File: src/rtl/fetch_align_unit.sv
// Fetch front-end: IM line fetch, per-word RVC split, small instruction FIFO to decode.
// Build option FETCH_SKIP_ZERO_EN drops all-zero padding words before buffering.
module fetch_align_unit #(
   parameter int PC_W       = 6,
   parameter int LINE_W     = 64,
   parameter int FIFO_DEPTH = 4
) (
   input  logic              clk,
   input  logic              reset,
   output logic [PC_W-2:0]   fetch_sel,
   input  logic [LINE_W-1:0] fetch_line,
   input  logic              redirect_valid,
   input  logic [PC_W-1:0]   redirect_pc,
   output logic              inst_valid,
   input  logic              inst_ready,
   output logic [31:0]       inst_word,
   output logic [PC_W-1:0]   inst_pc,
   output logic              inst_is_c,
   output logic              halted
);

   localparam int AW = $clog2(FIFO_DEPTH);
   localparam int CW = AW + 1;
   localparam logic [CW-1:0] DEPTH_C = CW'(FIFO_DEPTH);

   typedef enum logic [1:0] {FETCH, DRAIN, HALT} state_e;

   typedef struct packed {
      logic [31:0]     word;
      logic [PC_W-1:0] pc;
      logic            is_c;
   } ent_t;

   function automatic ent_t mk_ent(input logic [31:0] w,
                                   input logic [PC_W-1:0] pc);
      ent_t e;
      e.is_c = (w[1:0] != 2'b11);
      e.word = e.is_c ? {16'h0, w[15:0]} : w;
      e.pc   = pc;
      return e;
   endfunction

   state_e          state_q;
   logic [PC_W-2:0] line_ptr_q;
   logic            skip_first_q;
   logic            halted_q;

   ent_t            fifo_q [FIFO_DEPTH];
   logic [AW-1:0]   wr_q, wr_d;
   logic [AW-1:0]   rd_q, rd_d;
   logic [CW-1:0]   count_q, count_d;

   logic [31:0]     slot0, slot1;
   ent_t            ent0, ent1, e0, head;
   logic            keep0, keep1;
   logic [CW-1:0]   free_cnt;
   logic            cap, pop;
   logic [1:0]      n_push;

   assign slot0 = fetch_line[LINE_W-1 -: 32];
   assign slot1 = fetch_line[31:0];
   assign ent0  = mk_ent(slot0, {line_ptr_q, 1'b0});
   assign ent1  = mk_ent(slot1, {line_ptr_q, 1'b1});

   always_comb begin
      keep0 = !skip_first_q;
      keep1 = 1'b1;
`ifdef FETCH_SKIP_ZERO_EN
      keep0 = keep0 && (slot0 != 32'h0);
      keep1 = (slot1 != 32'h0);
`endif
   end

   // Free space is judged before the same-cycle pop.
   assign free_cnt = DEPTH_C - count_q;
   assign pop      = inst_valid && inst_ready;
   assign cap      = (state_q == FETCH) && (free_cnt >= CW'(2));
   assign n_push   = cap ? ({1'b0, keep0} + {1'b0, keep1}) : 2'd0;
   assign e0       = keep0 ? ent0 : ent1;

   always_comb begin
      wr_d    = wr_q;
      rd_d    = rd_q;
      count_d = count_q;
      if (redirect_valid) begin
         wr_d    = '0;
         rd_d    = '0;
         count_d = '0;
      end else begin
         wr_d    = wr_q + AW'(n_push);
         rd_d    = rd_q + AW'(pop);
         count_d = count_q + CW'(n_push) - CW'(pop);
      end
   end

   always_ff @(posedge clk or negedge reset) begin
      if (!reset) begin
         wr_q    <= '0;
         rd_q    <= '0;
         count_q <= '0;
      end else begin
         wr_q    <= wr_d;
         rd_q    <= rd_d;
         count_q <= count_d;
      end
   end

   always_ff @(posedge clk) begin
      if (!redirect_valid) begin
         if (n_push != 2'd0) fifo_q[wr_q] <= e0;
         if (n_push == 2'd2) fifo_q[wr_q + 1'b1] <= ent1;
      end
   end

   always_ff @(posedge clk or negedge reset) begin
      if (!reset) begin
         state_q      <= FETCH;
         line_ptr_q   <= '0;
         skip_first_q <= 1'b0;
         halted_q     <= 1'b0;
      end else if (redirect_valid) begin
         state_q      <= FETCH;
         line_ptr_q   <= redirect_pc[PC_W-1:1];
         skip_first_q <= redirect_pc[0];
         halted_q     <= 1'b0;
      end else begin
         unique case (state_q)
            FETCH: begin
               if (cap) begin
                  skip_first_q <= 1'b0;
                  if (&line_ptr_q) state_q <= DRAIN;
                  else line_ptr_q <= line_ptr_q + 1'b1;
               end
            end
            DRAIN: begin
               if (count_d == '0) begin
                  state_q  <= HALT;
                  halted_q <= 1'b1;
               end
            end
            HALT: ;
            default: state_q <= FETCH;
         endcase
      end
   end

   // Stale entries are masked so idle outputs read as zero.
   assign head       = fifo_q[rd_q];
   assign inst_valid = (count_q != '0);
   assign inst_word  = inst_valid ? head.word : 32'h0;
   assign inst_pc    = inst_valid ? head.pc : '0;
   assign inst_is_c  = inst_valid && head.is_c;
   assign fetch_sel  = line_ptr_q;
   assign halted     = halted_q;

endmodule

File: config.mk
export PLATFORM = sky130hd
export DESIGN_NAME = fetch_align_unit
export DESIGN_NICKNAME = d
export VERILOG_FILES = /design/src/rtl/fetch_align_unit.sv
export SDC_FILE = /design/constraint.sdc
export NUM_CORES = 1
export LEC_CHECK = 0
export ABC_CLOCK_PERIOD_IN_PS = 3200
export CAP_MARGIN = 20
export CORE_AREA = 2 2 160 131
export DETAILED_ROUTE_END_ITERATION = 10
export DIE_AREA = 0 0 162 133
export GPL_TIMING_DRIVEN = 0
export PLACE_DENSITY_LB_ADDON = 0.3
export SLEW_MARGIN = 10
export SYNTH_ARGS = -nofsm -noshare
export SYNTH_HDL_FRONTEND = slang
export SYNTH_SLANG_ARGS = --single-unit
File: constraint.sdc
create_clock -name clk -period 3.2 [get_ports clk]
set_input_delay 0.48 -clock clk [delete_from_list [all_inputs] [get_ports clk]]
set_output_delay 0.48 -clock clk [all_outputs]
set_load 0.02 [all_outputs]
==> results of run 1 <==
[cells by family (layout without fill, tap and decap cells)]
| family | after synthesis | count (layout) | share of synthesized area [%] |
|---|---|---|---|
| buffers and inverters | 102 | 258 | 4.514 |
| DFF | 172 | 172 | 50.56 |
| muxes | 57 | 57 | 10.61 |
| AOI/OAI and AO/OA | 196 | 196 | 13.09 |
| adders and majority gates | 11 | 11 | 1.455 |
| xor gates and xnor gates | 4 | 4 | 0.4891 |
| and+or+nand+nor | 346 | 346 | 19.29 |
[area by class of cell]
cell class,count,area [um2]
Inverter,12,45.04
Fill cell,1617,7878
Multi-Input combinational cell,614,4531
Clock inverter,15,162.7
Sequential cell,172,5046
Buffer,89,431.7
Clock buffer,17,425.4
Tap cell,269,336.6
Timing Repair Buffer,125,1256
[how the worst max path moves through the flow]
stage / start / to / slack [ps] / cells after the start
2_1_floorplan: count_q[0]$_DFF_PN0_ / state_q[0]$_DFFE_PN0P_ / 80 / 13
3_3_place_gp: redirect_valid / fifo_q[1][15]$_DFFE_PP_ / -940 / 4
3_5_place_dp: count_q[0]$_DFF_PN0_ / state_q[1]$_DFFE_PN0P_ / -630 / 14
4_1_cts: count_q[0]$_DFF_PN0_ / state_q[0]$_DFFE_PN0P_ / -50 / 12
5_1_grt: count_q[0]$_DFF_PN0_ / state_q[0]$_DFFE_PN0P_ / -9 / 14
6_report: rd_q[1]$_DFF_PN0_ / inst_word[31] / 100 / 4
[synth_stat cells, drive strengths merged, types with 2 or more instances]
master | number | area share (%)
clkbuf | 37 | 1.4
buf | 53 | 2.7
a2bb2oi | 2 | 0.18
nor2b | 23 | 1.4
nor3b | 3 | 0.33
mux4 | 39 | 8.8
and3 | 2 | 0.13
edfxtp | 152 | 46
a21o | 32 | 2.4
inv | 11 | 0.41
a211oi | 3 | 0.23
and2 | 63 | 3.9
xnor2 | 2 | 0.18
a31oi | 4 | 0.25
a21oi | 70 | 3.5
or4 | 3 | 0.23
mux2i | 18 | 1.8
nand3b | 34 | 2.6
o31ai | 2 | 0.15
nand2b | 3 | 0.19
nand3 | 70 | 3.5
a32oi | 18 | 1.6
o211a | 2 | 0.20
ha | 10 | 1.3
o21a | 16 | 1.2
o22ai | 2 | 0.13
or3 | 3 | 0.24
nor2 | 73 | 2.7
or3b | 17 | 1.5
o311ai | 2 | 0.18
dfxtp | 4 | 0.80
and3b | 2 | 0.18
o211ai | 32 | 2.4
nor3 | 3 | 0.26
nand2 | 41 | 1.5
dfrtp | 16 | 4.0
o21ai | 7 | 0.35
[worst max-delay path, delay by kind of cell, from the launching register on]
family / cells / cell delay, ps
flops: 1 / 440
buf+inv: 2 / 1130
mux: 1 / 400
simple gates: 1 / 210
[sequential cells by signal (all words and copies together) (netlist names)]
name          flops
skip_first_q      1
rd_q              2
fifo_q          156
halted            1
count_q           3
state_q           2
fetch_sel         5
wr_q              2
[metal layers]
layer | GRT usage [%] | part of all wire [%]
met3 | 6.019 | 9.8
met1 | 39.41 | 43
met4 | 7.965 | 2.3
met2 | 39.93 | 44
met5 | 0 | 0
[report_power, final]
group / internal [mW] / leakage [nW] / switching [mW] / total, mW
registers: 3.33 / 1.67 / 0.235 / 3.57
clock network: 1.16 / 0.282 / 0.925 / 2.09
logic: 2.49 / 2.09 / 3.39 / 5.88
total: 6.98 / 4.05 / 4.55 / 11.5
[timing repair]
action | 4_1_cts | 5_1_grt
buffers inserted | 0 | 5
pin swaps | 1 | 4
hold buffers | 0 | 0
endpoints found under the setup margin | 26 | 33
endpoints found under the hold margin | 0 | 0
gates resized for setup | 10 | 19
==> qor.yml, run 1 <==
layout:
  nNetsFinal: 1116
  stdcell_area_um2: 12230
  postLayoutCoreUtil_pct: 60.83
  mostFrequentLayoutCell: "edfxtp_1"
  drive_above_1_share_pct: 15.13
  instances_no_fill: 1313
  diodes: 0
  synthToLayoutAreaGrowth_pct: 22.61
  final_cell_mix: "edfxtp_1 (152), clkdlybuf4s50_1 (119), nor2_1 (72)"
sta:
  finalCritPeriodShare_pct: 96.84
  finalMaxSlewViolations: 0
  setup_viol: 0
  fmax_mhz: 322.7
  fin_hold_ws_ps: 490.1
  tightest_slew_ps: 833.6
  layout_setup_ws_ps: 101.0
  tns_ps: 0
  final_hold_viol_count: 0
  min_period_ps: 3099
  skew_ps: 10.34
  maxSlewHeadroom_pct: 44.43
placement:
  io_buffers: 119
  routabilityCongestion: 0.8743
  dpl.hpwl_um: 18870
  place_area_um2: 11550
  dpl.cell_count: 1277
  dp_slack_ps: -634.7
global_routing:
  grt_pass1_vias: 7741
  grt_overflow: 0
  grt_use_total_pct: 26.76
  grt_max_degree: 45
  antenna_found_initial: 0
  grt_pass1_wl_um: 43670
worst_setup_path:
  reg2regPathDepth: 14
  arrival_ps: 2620
  cp_slowest_cell: "buf_1"
  crit_fanout: 10
  r2r_end: "state_q[0]$_DFFE_PN0P_"
  r2r-start: "count_q[0]$_DFF_PN0_"
  max_stage_delay_ps: 590
  startpoint_type: "register"
  rrSetupSlack_ps: 160
  critPathKind: "register to primary output"
  crit_required_ps: 2720
  path_cells: "buf_1 -> mux4_2 -> and2_1 -> clkdlybuf4s50_1"
  endpoint_kind: "primary output"
synth:
  synth_area_um2: 9978
  synthCells: 888
  syn_nets: 973
  avgSynthCellArea_um2: 11.24
  ys_seq_elements: 172
  yosys_warnings: 0
  synth_edf_count: 152
  ys_async_sr_fraction_pct: 9.302
  synth_cell_type_count: 60
  ys.flop_type: "edfxtp_1"
  yosysSeqAreaShare_pct: 50.56
routing:
  drtIter0Drc: 1129
  detail-route-antenna-nets: 0
  dr.pass1.iters: 5
  vias: 8183
  avgRoutedWirePerCell_um: 21.74
  drt_wl_total_um: 28550
  drt-vias-per-instance: 6.232
  drc: 0
power_and_ir_drop:
  power_per_cell_area_nw_per_um2: 942.5
  total_power_mw: 11.53
  ir_drop_v: 0.0005448
  leakagePower_nw: 4.048
die:
  die_x_um: 162
  num_rows: 47
  boundaryPins: 120
  die-area_um2: 21550
  die_h_um: 133
  initial_core_util_pct: 49.61
  core_area_um2: 20110
cts:
  ctsHtreeMaxLevel: 4
  cts_made_buffers: 17
  cts_sinks: 172
  path_clk_slew_ps: 70
  cts_tree: "built"
  worstSkewPairLatency_ps: 440
  clock_path_buffers: 2
  cts-root-buf: "clkbuf_16"
worst_hold_path:
  hp-class: "input port to asynchronous set/reset pin"
run_status:
  outcome: "finished, final reports clean"
job:
  maxCapViolations: 0
Note: power is estimated with default switching activity, not from simulation.
==> inputs of run 2 (changes only) <==
--- a/config.mk
+++ b/config.mk
@@ -5,11 +5,12 @@
 export SDC_FILE = /design/constraint.sdc
 export NUM_CORES = 1
 export LEC_CHECK = 0
-export ABC_CLOCK_PERIOD_IN_PS = 3200
+export ABC_AREA = 1
+export ABC_CLOCK_PERIOD_IN_PS = 2500
 export CAP_MARGIN = 20
-export CORE_AREA = 2 2 160 131
+export CORE_AREA = 2 2 156 128
 export DETAILED_ROUTE_END_ITERATION = 10
-export DIE_AREA = 0 0 162 133
+export DIE_AREA = 0 0 158 130
 export GPL_TIMING_DRIVEN = 0
 export PLACE_DENSITY_LB_ADDON = 0.3
 export SLEW_MARGIN = 10
==> constraint.sdc (replaced) <==
create_clock -name clk -period 2.5 [get_ports clk]
set_input_delay 0.375 -clock clk [delete_from_list [all_inputs] [get_ports clk]]
set_output_delay 0.375 -clock clk [all_outputs]
set_load 0.02 [all_outputs]
==> run 2 against run 1 <==
Net effect:
- the run now ends with setup timing left
- sequential share of layout area grew 1.2 points
- routed wire length grew 7.6%
- sequential power grew 23%
- area after synthesis shrank 4.9%
- core utilization grew 1.0 points
- clock power grew 13%
- first-iteration DRC count grew 24%
- global-route usage grew 3.2 points
- via count grew 12%
- critical path depth grew 12
- clock skew shrank 0.54 ps
- critical path type is now register to register
- largest cell class unchanged
==> qor.yml, run 2 <==
worst_setup_path:
  max_stage_delay_ps: 500  # -90 ps
  r2r-start: "skip_first_q$_DFFE_PN0P_"
  crit_family: "adder cells"
  cp_num_buf_inv: 7  # +5
  path_cells: "buf_6 -> clkinv_4 -> buf_4 -> buf_4 -> nor2_4 -> inv_2 -> ha_4 -> inv_2 -> ha_4 -> fa_1 -> inv_2 -> nor2_4 -> nor2_4 -> nand2_1 -> nand2_1 -> o21ai_1"
  arrival_ps: 2970  # +350 ps
  crit_required_ps: 2870  # +150 ps
  crit_fanout: 10  # unchanged
  endpoint_kind: "register"
  critPathKind: "register to register"
  crit_start: "skip_first_q$_DFFE_PN0P_"
  cp_slowest_cell: "fa_1"
  startpoint_type: "register"
power_and_ir_drop:
  power_per_cell_area_nw_per_um2: 1149  # +22%
  total_power_mw: 13.66  # +18%
  leakagePower_nw: 4.759  # +18%
  ir_drop_v: 0.0006516  # +20%
layout:
  fill_cells: 1674  # +3.5%
  stdcell_area_um2: 11890  # -2.8%
  nNetsFinal: 1388  # +24%
  diodes: 0  # unchanged
  instances_no_fill: 1580  # +20%
  postLayoutCoreUtil_pct: 61.85  # +1.0 points
  final_cell_mix: "nand2_1 (193), nor2_1 (187), o21ai_0 (184)"
  largest_reg_flops: 156  # unchanged
  drive_above_1_share_pct: 14.06  # -1.1 points
  top_register: "fifo_q"
  synthToLayoutAreaGrowth_pct: 25.29
  mostFrequentLayoutCell: "nand2_1"
sta:
  fmax_mhz: 384.5
  tightest_slew_ps: 746.0  # -87.61 ps
  min_period_ps: 2601
  layout_setup_ws_ps: -100.8  # -201.7 ps
  tns_ps: -253.1  # -253.1 ps
  final_hold_viol_count: 0  # unchanged
  finalCritPeriodShare_pct: 104.0
  maxSlewHeadroom_pct: 50.11  # +5.7 points
  rsz0062_at_grt: "yes"
  setup_viol: 4  # +4
  skew_ps: 9.803  # -0.5353 ps
  finalMaxSlewViolations: 0  # unchanged
worst_hold_path:
  hp-class: "input port to register"
  hp-start: "redirect_valid"
synth:
  synth_cell_type_count: 33  # -45%
  synthCells: 1140  # +28%
  yosysSeqAreaShare_pct: 53.16  # +2.6 points
  ys.flop_type: "edfxtp_1"
  syn_nets: 1225  # +26%
  synth_area_leaders: "edfxtp_1 (48%), o21ai_0 (9.8%), nand2_1 (7.8%)"
  synth.most_common_cell: "nand2_1"
  yosysTopAreaCellShare_pct: 48.10  # +2.4 points
  ys_async_sr_fraction_pct: 9.302  # unchanged
  avgSynthCellArea_um2: 8.324  # -26%
  synth_edf_count: 152  # unchanged
  synth_area_um2: 9489  # -4.9%
  ys_seq_elements: 172  # unchanged
  yosys_warnings: 0  # unchanged
  synth_area_leader_cell: "edfxtp_1"
  synthTopCellsByCount: "nand2_1 (198), nor2_1 (193), o21ai_0 (185), edfxtp_1 (152), inv_1 (81)"
routing:
  drc: 0  # unchanged
  vias: 9194  # +12%
  drt_wl_total_um: 30730  # +7.6%
  drt-vias-per-instance: 5.819  # -6.6%
  drtIter0Drc: 1404  # +24%
  detail-route-antenna-nets: 0  # unchanged
  dr.pass1.iters: 7  # +2
  avgRoutedWirePerCell_um: 19.45  # -11%
cts:
  cts_tree: "built"
  cts_made_buffers: 17  # unchanged
  cts-root-buf: "clkbuf_16"
  worstSkewPairLatency_ps: 440  # about the same
  clock_path_buffers: 2  # unchanged
  cts_sinks: 172  # unchanged
  ctsHtreeMaxLevel: 4  # unchanged
  path_clk_slew_ps: 60  # about the same
global_routing:
  antenna_found_initial: 0  # unchanged
  grt_use_total_pct: 29.91  # +3.2 points
  grt_pass1_vias: 8469  # +9.4%
  grt_pass1_wl_um: 45710  # +4.7%
  grt_max_degree: 39  # -13%
  grt_overflow: 0  # unchanged
run_status:
  violations: "setup timing"
  outcome: "complete, but fails checks"
placement:
  place_area_um2: 11060  # -4.3%
  dpl.cell_count: 1522  # +19%
  dpl.hpwl_um: 19800  # +5.0%
  routabilityCongestion: 0.9102  # +4.1%
  io_buffers: 118  # -0.84%
die:
  die-area_um2: 20540  # -4.7%
  die_h_um: 130  # -2.3%
  die_x_um: 158  # -2.5%
  num_rows: 46  # -2.1%
  boundaryPins: 120  # unchanged
  initial_core_util_pct: 49.36  # -0.25 points
  core_area_um2: 19220  # -4.4%
job:
  maxCapViolations: 0  # unchanged
-- run 2: changes by cell type after synthesis, sizes merged, moves of 17 or more --
cell / before / now
a21o: 32 / 0
a32oi: 18 / 0
and2: 63 / 0
inv: 11 / 85
mux4: 39 / 0
nand2: 41 / 202
nand3b: 34 / 1
nand4: 1 / 55
nor2: 73 / 196
nor2b: 23 / 0
o211ai: 32 / 0
o21ai: 7 / 206
or3b: 17 / 0
-- run 2: through the flow --
| stage | hold WS [ps] | worst slack, ps |
|---|---|---|
| finish | 362.4 | -100.8 |
| global route | 363.3 | -193.5 |
| CTS | 277.9 | -44.28 |
| detailed placement | 439.0 | -828.0 |
| global placement | 435.1 | -768.8 |
| floorplan | 79.41 | -1.470 |
-- run 2: kinds of logic after synthesis --
logic type      Yosys count  synth area share (%)
fa+ha+maj                11                 1.530
buf+inv                 172                 7.753
flops                   172                 53.16
xor+xnor                  1               0.09232
compound gates          268                 14.23
simple gates            514                 23.02
mux                       2                0.2110
-- run 2: path summary, 6_finish.rpt --
path	to	slack, ps	cells after the start
max in group asynchronous	rd_q[1]$_DFF_PN0_	1600	1
min in group asynchronous	halted$_DFFE_PN0P_	380	1
worst max register to register	state_q[0]$_DFFE_PN0P_	-100	16
worst max-delay path	state_q[0]$_DFFE_PN0P_	-100	16
worst min register to register	fifo_q[1][1]$_SDFFE_PP1P_	460	2
worst min-delay path	count_q[0]$_DFF_PN0_	360	2
-- run 2: where the power goes --
part / internal [mW] / switching, mW / leakage (nW)
Sequential: 4.13 / 0.248 / 1.77
Clock: 1.29 / 1.09 / 0.240
Combinational: 2.23 / 4.68 / 2.75
-- run 2: area by class of cell --
type / count / area, um2 / share of cell area [%]
buffer: 84 / 525.5 / 4.420
clock buffer: 24 / 461.7 / 3.883
clock inverter: 8 / 50.05 / 0.4210
inverter: 86 / 334.1 / 2.810
multi-input combinational: 796 / 3889 / 32.71
sequential: 172 / 5046 / 42.44
tap: 264 / 330.3 / 2.778
timing repair buffer: 145 / 1245 / 10.47
timing repair inverter: 1 / 7.507 / 0.06314
-- run 2: repair_timing --
action,4_1_cts,5_1_grt
pin swaps,8,8
endpoints found under the hold margin,0,0
gates cloned,1,0
hold buffers,0,0
resized for setup,111,97
setup endpoints to repair,197,157
buffers inserted,14,13
-- run 2: metal layers --
layer / up-vias / GRT usage (%) / part of all wire (%)
li1: 4221 / - / -
met1: 4169 / 41.57 / 38
met2: 714 / 46.57 / 46
met3: 90 / 5.712 / 13
met4: 0 / 12.35 / 3.0
met5: - / 0 / 0
